[src/rtl/ehl_clock_div_pkg.sv]
// ehl_clock_div_pkg: shared constants, cell modes and a clog2 helper for the clock divider
package ehl_clock_div_pkg;
  localparam int TECH_GENERIC = 0;
  localparam int TECH_LIB1 = 1;
  localparam int DIV_MIN = 1;
  localparam int DIV_MAX = 256;
  localparam int SYNC_MAX = 3;
  typedef enum logic {MODE_ODD, MODE_BYPASS} cell_mode_e;
  function automatic int clog2(input int v);
    int r;
    r = 0;
    for (int i = 0; i < 31; i++) if ((1 << i) < v) r = i + 1;
    return r;
  endfunction
endpackage

[src/rtl/ehl_clock_div_cell.sv]
// ehl_clock_div_cell: falling-edge hold element plus clock OR/AND combine, per technology
module ehl_clock_div_cell
  import ehl_clock_div_pkg::*;
#(
  parameter int TECHNOLOGY = TECH_GENERIC,
  parameter cell_mode_e MODE = MODE_ODD
) (
  input  logic clk_in,
  input  logic reset_n,
  input  logic d,
  output logic clk_out
);
  logic hold;
  if (MODE == MODE_ODD) begin : g_neg
    always_ff @(negedge clk_in or negedge reset_n)
      if (!reset_n) hold <= 1'b0;
      else hold <= d;
  end else begin : g_lat
    // enable only moves while clk_in is low, so the AND gate cannot chop a pulse
    always_latch
      if (!reset_n) hold <= 1'b0;
      else if (!clk_in) hold <= d;
  end
  if (TECHNOLOGY == TECH_LIB1) begin : g_lib
    assign clk_out = (MODE == MODE_ODD) ? (d ? 1'b1 : hold) : (clk_in ? hold : 1'b0);
  end else begin : g_gen
    assign clk_out = (MODE == MODE_ODD) ? (d | hold) : (clk_in & hold);
  end
endmodule

[src/rtl/ehl_clock_div.sv]
// ehl_clock_div: integer clock divider with 50% duty for even and odd ratios
module ehl_clock_div
  import ehl_clock_div_pkg::*;
#(
  parameter int TECHNOLOGY = TECH_GENERIC,
  parameter int DIV = 3,
  parameter int SYNC_STAGES = 2
) (
  input  logic clk_in,
  input  logic reset_n,
  output logic clk_out
);
  localparam int TECH = (TECHNOLOGY == TECH_LIB1) ? TECH_LIB1 : TECH_GENERIC;
  logic rel;
  if (DIV < DIV_MIN || DIV > DIV_MAX) begin : g_bad_div
    $fatal(1, "ehl_clock_div: DIV=%0d outside %0d..%0d", DIV, DIV_MIN, DIV_MAX);
  end
  if (SYNC_STAGES < 0 || SYNC_STAGES > SYNC_MAX) begin : g_bad_sync
    $fatal(1, "ehl_clock_div: SYNC_STAGES=%0d outside 0..%0d", SYNC_STAGES, SYNC_MAX);
  end
  if (SYNC_STAGES == 0) begin : g_nosync
    assign rel = reset_n;
  end else begin : g_sync
    logic [SYNC_STAGES-1:0] sync;
    always_ff @(posedge clk_in or negedge reset_n)
      if (!reset_n) sync <= '0;
      else sync <= (sync << 1) | SYNC_STAGES'(1);
    assign rel = sync[SYNC_STAGES-1];
  end
  if (DIV == 1) begin : g_bypass
    ehl_clock_div_cell #(.TECHNOLOGY(TECH), .MODE(MODE_BYPASS)) u_cell (
      .clk_in(clk_in),
      .reset_n(reset_n),
      .d(rel),
      .clk_out(clk_out)
    );
  end else begin : g_div
    localparam int CW = clog2(DIV);
    logic [CW-1:0] cnt, cnt_nx;
    logic started, ph_p;
    // first active edge loads 0 so the output rises immediately with a full high phase
    assign cnt_nx = (!started || cnt == CW'(DIV - 1)) ? '0 : cnt + CW'(1);
    always_ff @(posedge clk_in or negedge reset_n)
      if (!reset_n) begin
        cnt <= '0;
        started <= 1'b0;
        ph_p <= 1'b0;
      end else if (rel) begin
        cnt <= cnt_nx;
        started <= 1'b1;
        ph_p <= cnt_nx < CW'(DIV / 2);
      end
    if (DIV % 2 == 0) begin : g_even
      assign clk_out = ph_p;
    end else begin : g_odd
      ehl_clock_div_cell #(.TECHNOLOGY(TECH), .MODE(MODE_ODD)) u_cell (
        .clk_in(clk_in),
        .reset_n(reset_n),
        .d(ph_p),
        .clk_out(clk_out)
      );
    end
  end
endmodule

[config.mk]
export PLATFORM = sky130hd
export DESIGN_NAME = ehl_clock_div
export DESIGN_NICKNAME = d
export VERILOG_FILES = /design/src/rtl/ehl_clock_div_pkg.sv /design/src/rtl/ehl_clock_div_cell.sv /design/src/rtl/ehl_clock_div.sv
export SDC_FILE = /design/constraint.sdc
export NUM_CORES = 1
export LEC_CHECK = 0
export BUFFER_PORTS_ARGS = -buffer_cell sky130_fd_sc_hd__buf_2
export CORE_AREA = 2 2 39 41
export CTS_CLUSTER_DIAMETER = 40
export CTS_CLUSTER_SIZE = 20
export DETAILED_ROUTE_END_ITERATION = 10
export DIE_AREA = 0 0 41 43
export PLACE_DENSITY_LB_ADDON = 0.15
export SYNTH_ARGS = -nofsm -noshare
export SYNTH_HDL_FRONTEND = slang
export SYNTH_HIERARCHICAL = 1
export SYNTH_SLANG_ARGS = --single-unit
[constraint.sdc]
create_clock -name clk_in -period 1.1 [get_ports clk_in]
set_input_delay 0.22 -clock clk_in [delete_from_list [all_inputs] [get_ports clk_in]]
set_output_delay 0.22 -clock clk_in [all_outputs]
set_load 0.005 [all_outputs]
==> metrics <==
outcome=complete, but fails checks; failing checks=setup timing; Post-Synthesis Cells=20; area post-placement=308 sq um; Syn-to-layout area delta=42.4%; total of warnings raised by yosys=6; syn nets=23; Util after Layout=0.270; HP Class=primary input to async pin; Ant. Diodes=0; RSZ-0062 raised after global routing=yes; buffers and inverters on the worst path=1; initial antenna violation count=0; DRT Pass-1 Iters=2; Iter 0 DRT Violations=2; startpoint types=flop; mux share of post-synthesis cell area=0.0429; Die Y=43 microns; Static Leak=0.164 nW; post-synthesis xor/xnor area fraction=0; EDFF count, synth=0; most frequent cell after synthesis=dfrtp_1; main combinational cell family by area after synthesis=simple AND/OR/NAND/NOR gates; DRC=0; Top Family by Delay on Critical Path=flip-flops; largest cells by area after synthesis=dfrtp_1 57%, dfrtn_1 9.5%, ha_1 4.8%; CTS Buffer Depth=2; Nets=34; chip width=41 microns; crit-path cells=or2_1 -> buf_2; Finish-stage setup viols=1; DP Cell Count=40; Finished Layout Cells=46; top-level I/O count=3; synthesis-stage register bit count=7; clk sinks=7; Root Buffer=clkbuf_4; Worst R2R Path Depth=4; die area=1760 sq um; Crit path required time=880 ps; reg2reg setup slack=approximately 20 ps; critical path class=flop to primary output; GRT Total Usage=0.0677; Post-Synth Adder-Cell Area=0.0476; Power Density=approximately 2600 nW/um^2; HPWL Detailed=279 microns; hold_ws=337 ps; Synth Area in Simple Gates=0.148; Core Box Area=around 1400 sq um; post-synth top area cell=dfrtp_1; RD Place Congestion=0.607; largest net degree at the start of global routing=8; worst skew pair latency=260 ps; Max VDD drop=646 uV; final instance area=roughly 370 sq um; Max-Cap Viols=0; Initial Utilization=0.190; H-tree depth=1; crit-path max cell delay=roughly 310 ps; Worst path slowest cell=dfrtn_1; Critical Path End Type=primary output; Worst Path Max Fanout=1; post-synthesis compound-gate area fraction=0.0524; Crit Reg-Reg Startpoint=g_div.cnt[0]; Congestion Overflow GR=0; Post-Route WL=roughly 400 microns; clock-pin slew on the worst setup and hold paths=50 ps; ys flop type=dfrtp_1; Seq/Total Area, Yosys=0.667; Cell variety after synth=14; global-route wire length before repair=717 microns; CTS buffer count=3; footprint of the multi-input gates=101 sq um; input/output buffers=2; TritonCTS clock tree=done; final worst slack=-548 ps; layout cells sized above 1=0.467; Avg Cell Area, Syn=between 10 and 15 sq um; FFs w/ async S/R, synth=1.00; top-area cell type share of the netlist area=0.571; Arrival @ worst endpoint=1430 ps; WL/cell=8.76 microns; top post-synthesis cells by count=6 x dfrtp_1, 2 x inv_1; r2r endpoint=g_div.cnt[1]; Reg area=175 sq um; filler cell count=151; synthesized area=~260 sq um; num rows=14; Fin Setup TNS=-548 ps; Vias/cell=3.76; via count=173; Hold Fails Final Rpt=0; final antenna-violating net count=0; Slew Viols, Final=0; skew final=10.5 ps; first element of the critical path=g_div.g_odd.u_cell/hold; number of global-route vias before repair=175
==> metrics by stage <==
stage                     worst slack, ps  power (mW)
final                                -548       0.978
after floorplan                      -175       0.524
after detailed placement             -276       0.629
after CTS                            -563       0.940
after global routing                 -610        1.08
after global placement               -282       0.624
==> registers in the layout, indices dropped and copies added (netlist names) <==
register and count:
g_div.g_odd.u_cell/hold 1, g_sync.sync 2, g_div.cnt 2, g_div.ph_p 1, g_div.started 1
==> power by group <==
part           total, mW  internal, mW  leakage [nW]  switching, mW
Clock              0.226         0.133        0.0177         0.0931
Combinational      0.373         0.241        0.0669          0.132
Sequential         0.379         0.335        0.0797         0.0438
==> cell type report <==
cell class / count / share of cell area
clock buffers: 3 / 0.0602
flip-flops and latches: 7 / 0.468
repair buffers: 6 / 0.114
well taps: 16 / 0.0535
multi-input cells: 11 / 0.271
clock inverters: 1 / 0.0134
inverters: 2 / 0.0201
==> routing by layer <==
metal  global-route usage  up-vias  wire length [microns]
li1                     -       87                      -
met1               0.0754       83                    196
met2               0.0813        3                    182
met3               0.0471        0                     25
met4               0.0600        0                      0
met5                    0        -                      0
==> cell usage in the layout (no fill, tap or decap) <==
cell	instances
nor3b_2	1
inv_1	1
or2_1	1
mux2_4	1
nand4bb_1	1
clkinv_2	1
conb_1	1
clkbuf_4	3
ha_4	1
inv_2	1
nor2_1	1
nand2_1	1
or2_2	1
buf_2	2
buf_4	3
a41oi_1	1
o21ai_0	1
dlygate4sd3_1	1
dfrtn_1	1
dfrtp_1	6
==> worst max-delay path by stage <==
| stage | endpoint | slack [ps] | depth (start not counted) |
|---|---|---|---|
| 6_report | clk_out | -550 | 2 |
| 5_1_grt | clk_out | -610 | 2 |
| 2_1_floorplan | clk_out | -180 | 1 |
| 3_5_place_dp | clk_out | -280 | 2 |
| 4_1_cts | clk_out | -560 | 2 |
| 3_3_place_gp | clk_out | -280 | 2 |
==> what timing repair did <==
item                                    4_1_cts  5_1_grt
setup buffers                                 0        1
pin swaps                                     1        2
hold endpoints to repair                      6        0
resized for setup                             2        2
hold buffers                                  1        0
endpoints found under the setup margin        2        2
==> kinds of logic (layout without fill, tap and decap cells) <==
group | after synthesis | after routing
flip-flops | 7 | 7
AND/OR/NAND/NOR | 6 | 6
AO/OA/AOI/OAI | 2 | 2
buffers and inverters | 2 | 12
adder cells (fa/ha/maj) | 1 | 1
other | 1 | 1
multiplexers | 1 | 1
No activity file was read; power rests on OpenSTA's default activity.
